`config.mk`:
```
export PLATFORM = sky130hd
export DESIGN_NAME = lc3_mem_ctrl
export DESIGN_NICKNAME = d
export VERILOG_FILES = /design/src/rtl/lc3_pkg.sv /design/src/rtl/lc3_reg16.sv /design/src/rtl/lc3_mem_ctrl.sv
export SDC_FILE = /design/constraint.sdc
export NUM_CORES = 1
export LEC_CHECK = 0
export BUFFER_PORTS_ARGS = -buffer_cell sky130_fd_sc_hd__buf_2
export CAP_MARGIN = 20
export CORE_ASPECT_RATIO = 1.4
export CORE_MARGIN = 1
export CORE_UTILIZATION = 47
export DETAILED_ROUTE_END_ITERATION = 6
export GPL_TIMING_DRIVEN = 0
export PLACE_DENSITY = 0.84
export SETUP_SLACK_MARGIN = 0.02
export SYNTH_ARGS = -nofsm -noshare
export SYNTH_HDL_FRONTEND = slang
export SYNTH_SLANG_ARGS = --single-unit
```
`constraint.sdc`:
```
create_clock -name Clk -period 2.9 [get_ports Clk]
set_input_delay 0.725 -clock Clk [delete_from_list [all_inputs] [get_ports Clk]]
set_output_delay 0.725 -clock Clk [all_outputs]
set_load 0.01 [all_outputs]
```
`src/rtl/lc3_pkg.sv`:
```
// Shared definitions for the LC-3 memory path.
//   WORD_W        : datapath / SRAM word width
//   LC3_SRAM_WAIT : default number of extra SRAM access cycles
//   mem_state_t   : states of the MAR/MDR access controller
package lc3_pkg;

    localparam int WORD_W        = 16;
    localparam int LC3_SRAM_WAIT = 2;

    typedef enum logic [2:0] {
        ST_IDLE,
        ST_RD_ACC,
        ST_RD_DONE,
        ST_WR_ACC,
        ST_WR_DONE
    } mem_state_t;

endpackage

```
`src/rtl/lc3_reg16.sv`:
```
// 16-bit register with synchronous active-high reset and load enable.
//   Clk   : clock, rising edge
//   Reset : synchronous reset, clears q
//   ld    : load d into q
//   d     : data in
//   q     : registered data out
module lc3_reg16
    import lc3_pkg::*;
(
    input  logic              Clk,
    input  logic              Reset,
    input  logic              ld,
    input  logic [WORD_W-1:0] d,
    output logic [WORD_W-1:0] q
);

    always_ff @(posedge Clk) begin
        if (Reset) begin
            q <= '0;
        end else if (ld) begin
            q <= d;
        end
    end

endmodule

```
`src/rtl/lc3_mem_ctrl.sv`:
```
// LC-3 MAR/MDR memory-access controller.
// Latches the address in MAR and write data in MDR from the datapath bus,
// runs the SRAM read/write strobes for WAIT_CYCLES+1 cycles, captures read
// data into MDR and pulses R for one cycle when the access completes.
//   Clk, Reset      : clock and synchronous active-high reset
//   LD_MAR, LD_MDR  : load MAR / MDR from from_bus (honoured only when idle)
//   MEM_REQ, MEM_WE : start an access (read when MEM_WE=0), sampled when idle
//   from_bus        : datapath bus value
//   Data_from_SRAM  : SRAM read data
//   MAR, MDR        : address / data registers
//   Data_to_SRAM    : write data (always MDR); SRAM_DRIVE enables the tristate
//   CE_N/OE_N/WE_N  : active-low SRAM strobes
//   R               : one-cycle completion pulse
//   BUSY            : high outside IDLE
module lc3_mem_ctrl
    import lc3_pkg::*;
#(
    parameter int WAIT_CYCLES = LC3_SRAM_WAIT
) (
    input  logic              Clk,
    input  logic              Reset,
    input  logic              LD_MAR,
    input  logic              LD_MDR,
    input  logic              MEM_REQ,
    input  logic              MEM_WE,
    input  logic [WORD_W-1:0] from_bus,
    input  logic [WORD_W-1:0] Data_from_SRAM,
    output logic [WORD_W-1:0] MAR,
    output logic [WORD_W-1:0] MDR,
    output logic [WORD_W-1:0] Data_to_SRAM,
    output logic              SRAM_DRIVE,
    output logic              CE_N,
    output logic              OE_N,
    output logic              WE_N,
    output logic              R,
    output logic              BUSY
);

    localparam int CNT_W = ($clog2(WAIT_CYCLES + 1) < 1) ? 1 : $clog2(WAIT_CYCLES + 1);
    localparam logic [CNT_W-1:0] CNT_LOAD = CNT_W'(WAIT_CYCLES);

    mem_state_t        state_q, state_d;
    logic [CNT_W-1:0]  cnt_q, cnt_d;
    logic              mar_ld, mdr_ld;
    logic [WORD_W-1:0] mdr_d;

    always_ff @(posedge Clk) begin
        if (Reset) begin
            state_q <= ST_IDLE;
            cnt_q   <= '0;
        end else begin
            state_q <= state_d;
            cnt_q   <= cnt_d;
        end
    end

    // Strobes, R and BUSY decode only state_q; inputs reach only the
    // next-state and register-load terms.
    always_comb begin
        state_d    = state_q;
        cnt_d      = cnt_q;
        mar_ld     = 1'b0;
        mdr_ld     = 1'b0;
        mdr_d      = from_bus;
        CE_N       = 1'b1;
        OE_N       = 1'b1;
        WE_N       = 1'b1;
        SRAM_DRIVE = 1'b0;
        R          = 1'b0;
        BUSY       = 1'b1;

        case (state_q)
            ST_IDLE: begin
                BUSY   = 1'b0;
                mar_ld = LD_MAR;
                mdr_ld = LD_MDR;
                if (MEM_REQ) begin
                    cnt_d   = CNT_LOAD;
                    state_d = MEM_WE ? ST_WR_ACC : ST_RD_ACC;
                end
            end
            ST_RD_ACC: begin
                CE_N = 1'b0;
                OE_N = 1'b0;
                if (cnt_q == '0) begin
                    // MDR mux switches to the SRAM side for the capture edge
                    mdr_ld  = 1'b1;
                    mdr_d   = Data_from_SRAM;
                    state_d = ST_RD_DONE;
                end else begin
                    cnt_d = cnt_q - CNT_W'(1);
                end
            end
            ST_RD_DONE: begin
                R       = 1'b1;
                state_d = ST_IDLE;
            end
            ST_WR_ACC: begin
                CE_N       = 1'b0;
                WE_N       = 1'b0;
                SRAM_DRIVE = 1'b1;
                if (cnt_q == '0) begin
                    state_d = ST_WR_DONE;
                end else begin
                    cnt_d = cnt_q - CNT_W'(1);
                end
            end
            ST_WR_DONE: begin
                // WE_N released while data is still driven for hold time
                SRAM_DRIVE = 1'b1;
                R          = 1'b1;
                state_d    = ST_IDLE;
            end
            default: begin
                state_d = ST_IDLE;
            end
        endcase
    end

    lc3_reg16 u_mar (
        .Clk   (Clk),
        .Reset (Reset),
        .ld    (mar_ld),
        .d     (from_bus),
        .q     (MAR)
    );

    lc3_reg16 u_mdr (
        .Clk   (Clk),
        .Reset (Reset),
        .ld    (mdr_ld),
        .d     (mdr_d),
        .q     (MDR)
    );

    assign Data_to_SRAM = MDR;

endmodule

```
==> key figures, run 1 <==
Detailed routing
  • Vias: approximately 1700
  • Remaining routing DRC violations: 0
  • Post-Route WL: roughly 4200 µm
  • Routed Antenna Nets: 0
  • DRT iter0 DRCs: 50
  • Via-to-Cell Ratio: between 5 and 6
  • Detailed Routing Iterations Pass 1: 4
  • Avg WL per Cell: around 12 µm

Cells and area
  • Number of diodes: 0
  • Fill count: around 330
  • P&R area growth vs syn: 35.1%
  • Share of cells above drive strength 1: between 40% and 50%
  • Non-filler cells, final: 346
  • # nets final: 346

Timing
  • Worst rel slew slack: 64.7%
  • Min Tclk post-route: approximately 2200 ps
  • PnR worst setup slack: about 720 ps
  • Final Hold Fails: 0
  • Worst Skew: about 3.6 ps
  • Worst Tran Pin Value: around 530 ps
  • Slew Limit Fails: 0
  • Setup violations, final: 0
  • FMAX: roughly 460 MHz
  • Unrepaired setup endpoints after global routing: false
  • Final period utilization: about three quarters
  • Setup tns final: 0 ps

Floorplan
  • Core area: around 3400 µm²
  • Initial Util: 49.4%
  • Die Y: between 70 and 80 µm
  • Num ports: a little over 90
  • Total Die Area: around 3800 µm²
  • Die Wd: ~52 µm
  • Num rows: 25

Global route
  • GRT overflow: 0
  • Number of global-route vias before repair: approximately 1500
  • Largest net degree at the start of global routing: 11
  • First-pass GRT wire length: around 6300 µm
  • Global Route Usage Sum: between 20% and 30%
  • Initial antenna violation count: 0

Synth
  • Mapped cell area: between 1500 and 2000 µm²
  • Cell variety after synth: 30
  • Synth Area per Inst: roughly 8 µm²
  • Seq/Total Area, Yosys: between 40 and 50%
  • Synth Instances: between 200 and 250
  • Yosys Warn Count: 0
  • Synth Net Count: around 250
  • FF+latch count, synth: 37

Critical path
  • Crit Path Max Fanout: 10
  • Crit path kind: reg -> out
  • CP arrival: around 1500 ps
  • Setup crit end kind: primary output
  • Critical Path RT: around 2200 ps
  • Nature of the critical path startpoint: flip-flop

Flow run
  • Max Cap Viol: 0

Place
  • GP Congestion: just under 0.8
  • Post-DP HPWL: between 3000 and 4000 µm
  • Dpl ws: about 1000 ps
  • # port buffers: 90
  • Cells after DPL: between 300 and 400

Min path
  • Tightest Hold Check Type: reg -> reg

Clock tree
  • Cts bufs inserted: 5
  • Cts hold-fix bufs: 0
  • # clock sinks: 37
  • Root Buffer: clkbuf_8
  • CTS resizes: 0
  • CTS tree: yes
  • Worst-Skew Late Latency: between 200 and 300 ps
  • Clk buf depth: 2
  • Worst-path clk slew: 70 ps
  • CTS H-tree lvls: 2
  • Setup bufs post-CTS: 0

Power and ir drop
  • Worst vdd ir: 0.492 mV
  • PD cells: between 500 and 600 nW/µm²
  • Pleak: 0.00112 µW

Run status
  • Status: finished, final reports clean
## per-layer routing
layer	vias to the layer above	global-route usage, %	part of all wire, %
li1	883	-	-
met1	790	23.3	40
met2	64	40.6	52
met3	5	6.50	7.2
met4	0	7.89	1.4
met5	-	0	0
## state kept, by name (all words and copies together) (netlist names)
| name | flops |
|---|---|
| u_mar.q | 16 |
| u_mdr.q | 16 |
| state_q | 3 |
| cnt_q | 2 |
## metrics by stage
stage	power (µW)	util [%]	area (µm²)	hold WS, ps
final	1280	66.8	2260	454
after global routing	1360	66.8	2260	471
after CTS	1300	66.8	2260	452
after detailed placement	942	64.3	2170	443
after global placement	935	64.3	2170	439
after floorplan	809	-	1670	472
## layout make-up
class | count | area (µm²) | share of cell area, %
timing repair buffer | 90 | 450 | 20.0
sequential | 37 | 741 | 32.8
clock buffer | 7 | 86.3 | 3.82
buffer | 30 | 181 | 8.04
tap | 40 | 50.0 | 2.22
multi-input combinational | 137 | 729 | 32.3
inverter | 5 | 18.8 | 0.831
## worst max-delay path, cell delays in order (launching register included)
cell and delay [ps]:
dfxtp_1 440, clkbuf_1 370, xnor2_1 160, nor2_1 50, buf_2 150
## synthesized netlist by cell type (all sizes together)
cell	number	area share (%)
mux2i	1	0.60
nand2b	2	0.75
o21a	1	0.45
xnor2	1	0.52
nand2	53	12
nor3	5	1.8
nand4	1	0.37
o21ai	4	1.2
ha	2	1.5
and2	2	0.75
nor4bb	1	0.60
a21oi	35	10
nor4b	1	1.4
a22oi	15	6.7
a21boi	1	0.45
or2	2	0.75
inv	5	1.1
o31ai	1	0.45
a311oi	1	0.52
clkbuf	7	1.6
nor2	6	1.5
dfxtp	37	44
nor3b	2	0.90
buf	23	9.2
## where the power goes
group	total, µW	leakage, µW	internal (µW)	switching [µW]
logic	347	0.000772	160	187
clock network	354	0.0000443	188	165
registers	583	0.000304	555	28.5
## cells by family (layout without fill, tap and decap cells)
group / after synthesis / in the layout / synth area share, %
simple gates: 75 / 75 / 20.7
compound gates: 58 / 58 / 20.3
flops: 37 / 37 / 44.3
buf+inv: 35 / 132 / 12.0
fa+ha+maj: 2 / 2 / 1.50
xor+xnor: 1 / 1 / 0.524
mux: 1 / 1 / 0.599
## cells in the final DEF (no fill, tap or decap), types with 2 or more instances in the layout
cell and n:
dfxtp_1 37, a21oi_1 35, nand2b_1 2, o21ai_0 4
nor3_1 4, clkbuf_8 6, buf_2 96, buf_4 16
nand2_1 53, ha_1 2, clkbuf_1 7, a22oi_1 15
nor3b_1 2, nor2_1 5, inv_1 5, and2_1 2
## path summary, 6_finish.rpt
path | cells after the start | start | slack (ps) | endpoint
max | 4 | state_q[2]$_SDFFE_PP0P_ | 720 | R
min | 2 | u_mar.q[3]$_SDFFE_PP0P_ | 450 | u_mar.q[3]$_SDFFE_PP0P_
max reg2reg | 8 | cnt_q[0]$_SDFFE_PP0P_ | 1130 | u_mdr.q[11]$_SDFFE_PP0P_
min reg2reg | 2 | u_mar.q[3]$_SDFFE_PP0P_ | 450 | u_mar.q[3]$_SDFFE_PP0P_
Power figures use the tool's default switching activity.
==> run 2, diff against run 1 <==
--- a/config.mk
+++ b/config.mk
@@ -9,10 +9,10 @@
 export CAP_MARGIN = 20
 export CORE_ASPECT_RATIO = 1.4
 export CORE_MARGIN = 1
-export CORE_UTILIZATION = 47
+export CORE_UTILIZATION = 44
 export DETAILED_ROUTE_END_ITERATION = 6
 export GPL_TIMING_DRIVEN = 0
-export PLACE_DENSITY = 0.84
+export PLACE_DENSITY = 0.79
 export SETUP_SLACK_MARGIN = 0.02
 export SYNTH_ARGS = -nofsm -noshare
 export SYNTH_HDL_FRONTEND = slang
==> constraint.sdc (replaced) <==
create_clock -name Clk -period 2.3 [get_ports Clk]
set_input_delay 0.575 -clock Clk [delete_from_list [all_inputs] [get_ports Clk]]
set_output_delay 0.575 -clock Clk [all_outputs]
set_load 0.01 [all_outputs]
==> run 2 against run 1 <==
Compared with the run above:
- final cell count up 0.87%
- core utilization is 5.0 points lower
- clock-buffer cell count rose by 1
- first-iteration DRC count is 46% lower
- wire length rose by 1.9%
- total power grew 24%
- combinational power rose by 27%
- design area down 0.17%
- via count rose by 0.63%
- highest routed layer unchanged
==> key figures, run 2 (synthesis gave the netlist of run 1 again) <==
Critical path
  • CP Cell Sequence: clkbuf_1 > xnor2_1 > nor2_1 > buf_2
  • Critical Path RT: 1730 ps
  • Setup crit end kind: primary output
  • CP arrival: about 1500 ps
  • Crit Path Max Fanout: 10
  • Crit-path leading delay family: buffers and inverters
  • R2R setup slack: 510 ps
  • Slowest-stage cell, CP: dfxtp_1
  • FF-to-FF End: u_mdr.q[14]$_SDFFE_PP0P_
  • Nature of the critical path startpoint: flip-flop
  • Worst path bufs/invs: 2
  • Reg2reg path depth: 8
  • Crit path kind: reg -> out
  • RR Startpoint: cnt_q[0]$_SDFFE_PP0P_
  • CP max stage delay: roughly 440 ps

Timing
  • Setup violations, final: 0
  • Unrepaired setup endpoints after global routing: false
  • Worst Tran Pin Value: 504 ps
  • Slew Limit Fails: 0
  • Min Tclk post-route: a little over 2000 ps
  • PnR worst setup slack: 239 ps
  • Final Hold Fails: 0
  • Setup tns final: 0 ps
  • Final period utilization: between 80% and 90%
  • Worst Skew: approximately 5.6 ps
  • FMAX: ~490 MHz
  • Worst rel slew slack: approximately 66%

Cells and area
  • P&R area growth vs syn: 34.9%
  • Non-filler cells, final: around 350
  • Fin util: roughly 60%
  • Commonest cells after routing, fill and taps aside: buf_2, nand2_1, dfxtp_1
  • Number of diodes: 0
  • Share of cells above drive strength 1: between 30% and 40%
  • Largest regs: u_mar.q (16), u_mdr.q (16), state_q (3)
  • # nets final: between 300 and 400
  • Most common cell after layout, fill and taps aside: buf_2

Global route
  • First-pass GRT wire length: about 6200 µm
  • Number of global-route vias before repair: between 1500 and 2000
  • Initial antenna violation count: 0
  • GR Util met3: approximately 5%
  • Most Crowded Layer GR: met2
  • GRT overflow: 0
  • Largest net degree at the start of global routing: 11
  • Global Route Usage Sum: a little over a fifth
  • M1 GR Usage: 19.8%
  • Met2 global-route usage: 40.6%

Place
  • GP Congestion: 0.905
  • Dpl ws: between 500 and 600 ps
  • Post-DP HPWL: between 3000 and 4000 µm
  • # port buffers: 90
  • Cells after DPL: 341

Clock tree
  • CTS tree: yes
  • Worst-path clk slew: ~70 ps
  • CTS resizes: 0
  • Setup bufs post-CTS: 0
  • Worst-Skew Late Latency: between 200 and 300 ps
  • CTS H-tree lvls: 2
  • # clock sinks: 37
  • Cts bufs inserted: 5
  • Clk buf depth: 2
  • Root Buffer: clkbuf_8
  • Cts hold-fix bufs: 0

Detailed routing
  • Via-to-Cell Ratio: ~5.0
  • Avg WL per Cell: 12.2 µm
  • Vias: 1753
  • DRT iter0 DRCs: 27
  • Detailed Routing Iterations Pass 1: 5
  • Remaining routing DRC violations: 0
  • Post-Route WL: about 4200 µm
  • Routed Antenna Nets: 0

Floorplan
  • Core area: around 3600 µm²
  • Initial Util: a little under half
  • Num rows: 26
  • Num ports: between 90 and 100
  • Die Wd: 54.1 µm
  • Die Y: roughly 75 µm
  • Total Die Area: ~4100 µm²

Power and ir drop
  • Worst vdd ir: 0.540 mV
  • Pleak: 0.00112 µW
  • PD cells: a little over 700 nW/µm²
  • Pwr Total: roughly 1600 µW

Min path
  • Hold EP: u_mar.q[14]$_SDFFE_PP0P_
  • Hold Path Cell Cnt: 2
  • Tightest Hold Check Type: reg -> reg
  • Hold Startpoint: u_mar.q[14]$_SDFFE_PP0P_

Flow run
  • Max Cap Viol: 0

Run status
  • Status: finished, final reports clean
==> run 2: worst min-delay path: stages (launching register included) <==
cell     delay (ps)
dfxtp_1         310
nand2_1          50
a21oi_1          50
==> run 2: final cells by class <==
type,instances,area (µm²)
flip-flops and latches,37,741
inverters,5,18.8
multi-input cells,137,729
fillers,348,1390
clock buffers,8,80.1
plain buffers,30,181
well taps,42,52.6
repair buffers,90,450
==> run 2: worst max path at each step <==
| stage | from | endpoint | slack [ps] | cells after the start |
|---|---|---|---|---|
| global placement | state_q[2]$_SDFFE_PP0P_ | R | 570 | 4 |
| finish | state_q[2]$_SDFFE_PP0P_ | R | 240 | 4 |
| floorplan | state_q[0]$_SDFFE_PP0P_ | SRAM_DRIVE | 690 | 3 |
| CTS | state_q[2]$_SDFFE_PP0P_ | R | 240 | 4 |
| global route | state_q[2]$_SDFFE_PP0P_ | R | 140 | 4 |
| detailed placement | state_q[2]$_SDFFE_PP0P_ | R | 560 | 4 |
==> run 2: per-stage QoR <==
stage | hold WS [ps] | instance area, µm²
4_1_cts | 453 | 2250
3_5_place_dp | 443 | 2170
6_report | 450 | 2250
5_1_grt | 464 | 2250
3_3_place_gp | 439 | 2170
2_1_floorplan | 472 | 1670
==> run 2: per-layer routing <==
metal / up-vias / routed length [µm]
li1: 881 / -
met1: 799 / 1600
met2: 69 / 2350
met3: 4 / 259
met4: 0 / 40
met5: - / 0
==> run 2: where the power goes <==
group	switching, µW	internal, µW	leakage, µW
clock network	209	215	0.0000395
logic	237	201	0.000772
registers	35.1	700	0.000304
total	481	1120	0.00112
==> run 3, diff against run 2 <==
--- a/config.mk
+++ b/config.mk
@@ -5,7 +5,7 @@
 export SDC_FILE = /design/constraint.sdc
 export NUM_CORES = 1
 export LEC_CHECK = 0
-export BUFFER_PORTS_ARGS = -buffer_cell sky130_fd_sc_hd__buf_2
+export BUFFER_PORTS_ARGS = -buffer_cell sky130_fd_sc_hd__buf_4
 export CAP_MARGIN = 20
 export CORE_ASPECT_RATIO = 1.4
 export CORE_MARGIN = 1
==> run 3 against run 2 <==
Compared with the run above:
- sequential cell count is the same
- critical endpoint unchanged
- setup slack gained 2.5 ps
- critical path depth is the same
- non-clock buffer count is the same
- critical path type unchanged
- worst hold slack gained 4.6 ps
- combinational power grew 15%
- core utilization grew 6.4 points
- final cell count shrank 0.29%
- highest routed layer unchanged
- clock-buffer cell count shrank 1
- register-to-register slack gained 60 ps
- global-route usage grew 1.4 points
- total power grew 5.6%
==> key figures, run 3 (synthesis gave the netlist of run 1 again) <==
Run status
  • Status: finished, final reports clean

Detailed routing
  • Avg WL per Cell: roughly 13 µm
  • Vias: between 1500 and 2000
  • Wl on met1: 1700 µm
  • DR WL met3: roughly 300 µm
  • WL met2: 2280 µm
  • Remaining routing DRC violations: 0
  • DRT iter0 DRCs: 28
  • Routed Antenna Nets: 0
  • Via-to-Cell Ratio: between 5 and 6
  • Post-Route WL: between 4000 and 5000 µm
  • Detailed Routing Iterations Pass 1: 4
  • Top Layer Used: met4

Min path
  • Tightest Hold Check Type: reg -> reg
  • Hold Startpoint: u_mar.q[1]$_SDFFE_PP0P_
  • Hold EP: u_mar.q[1]$_SDFFE_PP0P_
  • Hold Path Cell Cnt: 2

Timing
  • Worst Tran Pin Value: between 500 and 600 ps
  • Worst Skew: 6.35 ps
  • Slew Limit Fails: 0
  • Final period utilization: 89.5%
  • Final Hold Fails: 0
  • Setup tns final: 0 ps
  • Unrepaired setup endpoints after global routing: false
  • Setup violations, final: 0
  • FMAX: roughly 490 MHz
  • Worst rel slew slack: about two thirds
  • Min Tclk post-route: approximately 2000 ps

Clock tree
  • Cts bufs inserted: 5
  • CTS H-tree lvls: 2
  • Clk buf depth: 2
  • Cts hold-fix bufs: 0
  • CTS resizes: 0
  • Worst-Skew Late Latency: just under 300 ps
  • Setup bufs post-CTS: 0
  • Root Buffer: clkbuf_8
  • CTS tree: yes
  • # clock sinks: 37
  • Worst-path clk slew: approximately 60 ps

Floorplan
  • Num ports: between 90 and 100
  • Die Wd: 54.1 µm
  • Die Y: between 70 and 80 µm
  • Core area: between 3000 and 4000 µm²
  • Num rows: 26
  • Total Die Area: between 4000 and 5000 µm²
  • Initial Util: between 40 and 50%

Global route
  • Initial antenna violation count: 0
  • Largest net degree at the start of global routing: 11
  • Number of global-route vias before repair: about 1400
  • First-pass GRT wire length: around 6500 µm
  • Global Route Usage Sum: between 20 and 25%
  • GRT overflow: 0

Power and ir drop
  • Comb power frac: roughly 30%
  • Pwr Total: 1690 µW
  • PD cells: 679 nW/µm²
  • Clk pwr share: 26.4%
  • Psw: 486 µW
  • Net Sw Frac: 28.8%
  • Register share of total power: between 40% and 50%
  • Int Pwr: about 1200 µW
  • Pleak: between 0.001 and 0.0015 µW
  • Worst vdd ir: roughly 0.5 mV

Critical path
  • Critical Path RT: ~1700 ps
  • R2R setup slack: about 570 ps
  • CP Cell Sequence: clkbuf_1 > xnor2_1 > nor2_1 > buf_4
  • Slowest-stage cell, CP: dfxtp_1
  • RR Startpoint: cnt_q[0]$_SDFFE_PP0P_
  • Setup crit end kind: primary output
  • FF-to-FF End: u_mdr.q[5]$_SDFFE_PP0P_
  • Nature of the critical path startpoint: flip-flop
  • Reg2reg path depth: 8
  • CP max stage delay: approximately 440 ps
  • CP arrival: around 1500 ps
  • Crit Path Max Fanout: 10
  • Crit path kind: reg -> out

Place
  • GP Congestion: 0.801
  • # port buffers: 90
  • Cells after DPL: 341
  • Post-DP HPWL: between 3000 and 4000 µm

Cells and area
  • Fill count: around 330
  • P&R area growth vs syn: 48.8%
  • Area of the multi-input gates: 729 µm²
  • Commonest cells after routing, fill and taps aside: buf_4, nand2_1, dfxtp_1
  • Largest regs: u_mar.q (16), u_mdr.q (16), state_q (3)
  • FF+latch area: between 700 and 800 µm²
  • Share of cells above drive strength 1: roughly two fifths
  • Non-filler cells, final: between 300 and 400
  • # nets final: roughly 350
  • Fin util: approximately two thirds
  • Most common cell after layout, fill and taps aside: buf_4
  • Number of diodes: 0

Flow run
  • Max Cap Viol: 0
## run 3: worst max-delay path by stage
stage | start | endpoint | slack (ps) | cells past startpoint
detailed placement | state_q[2]$_SDFFE_PP0P_ | R | 540 | 4
finish | state_q[2]$_SDFFE_PP0P_ | R | 240 | 4
floorplan | state_q[0]$_SDFFE_PP0P_ | SRAM_DRIVE | 690 | 3
CTS | state_q[2]$_SDFFE_PP0P_ | R | 220 | 4
global placement | state_q[2]$_SDFFE_PP0P_ | R | 560 | 4
global route | state_q[0]$_SDFFE_PP0P_ | SRAM_DRIVE | 130 | 5
## run 3: area by class of cell
type                       count  share of cell area, %
tap                           42                   2.11
clock buffer                   7                   3.47
buffer                        30                   7.30
inverter                       5                  0.755
sequential                    37                   29.8
multi-input combinational    137                   29.4
timing repair buffer          90                   27.2
## run 3: metal layers
metal  global-route usage, %  vias up
met5                       0        -
met4                    11.4        0
met3                    5.25       10
met2                    39.1       56
met1                    24.7      792
li1                        -      884
## run 3: critical path, delay by kind of cell (launching register included)
family	cells	cell delay, ps
xor+xnor	1	170
simple gates	1	50
buf+inv	2	540
flops	1	440
## run 3: through the flow
stage	cell area, µm²	hold WS [ps]	setup slack, ps
floorplan	1670	472	688
global placement	2400	442	557
detailed placement	2400	448	539
CTS	2480	457	222
global route	2480	476	132
finish	2480	454	242
## run 3: power by group through the flow
stage                     combinational (µW)  clock (µW)  sequential, µW
final                                    503         446             738
after global routing                     560         481             746
after CTS                                507         456             739
after detailed placement                 506           0             753
after global placement                   498           0             750
after floorplan                          247           0             773
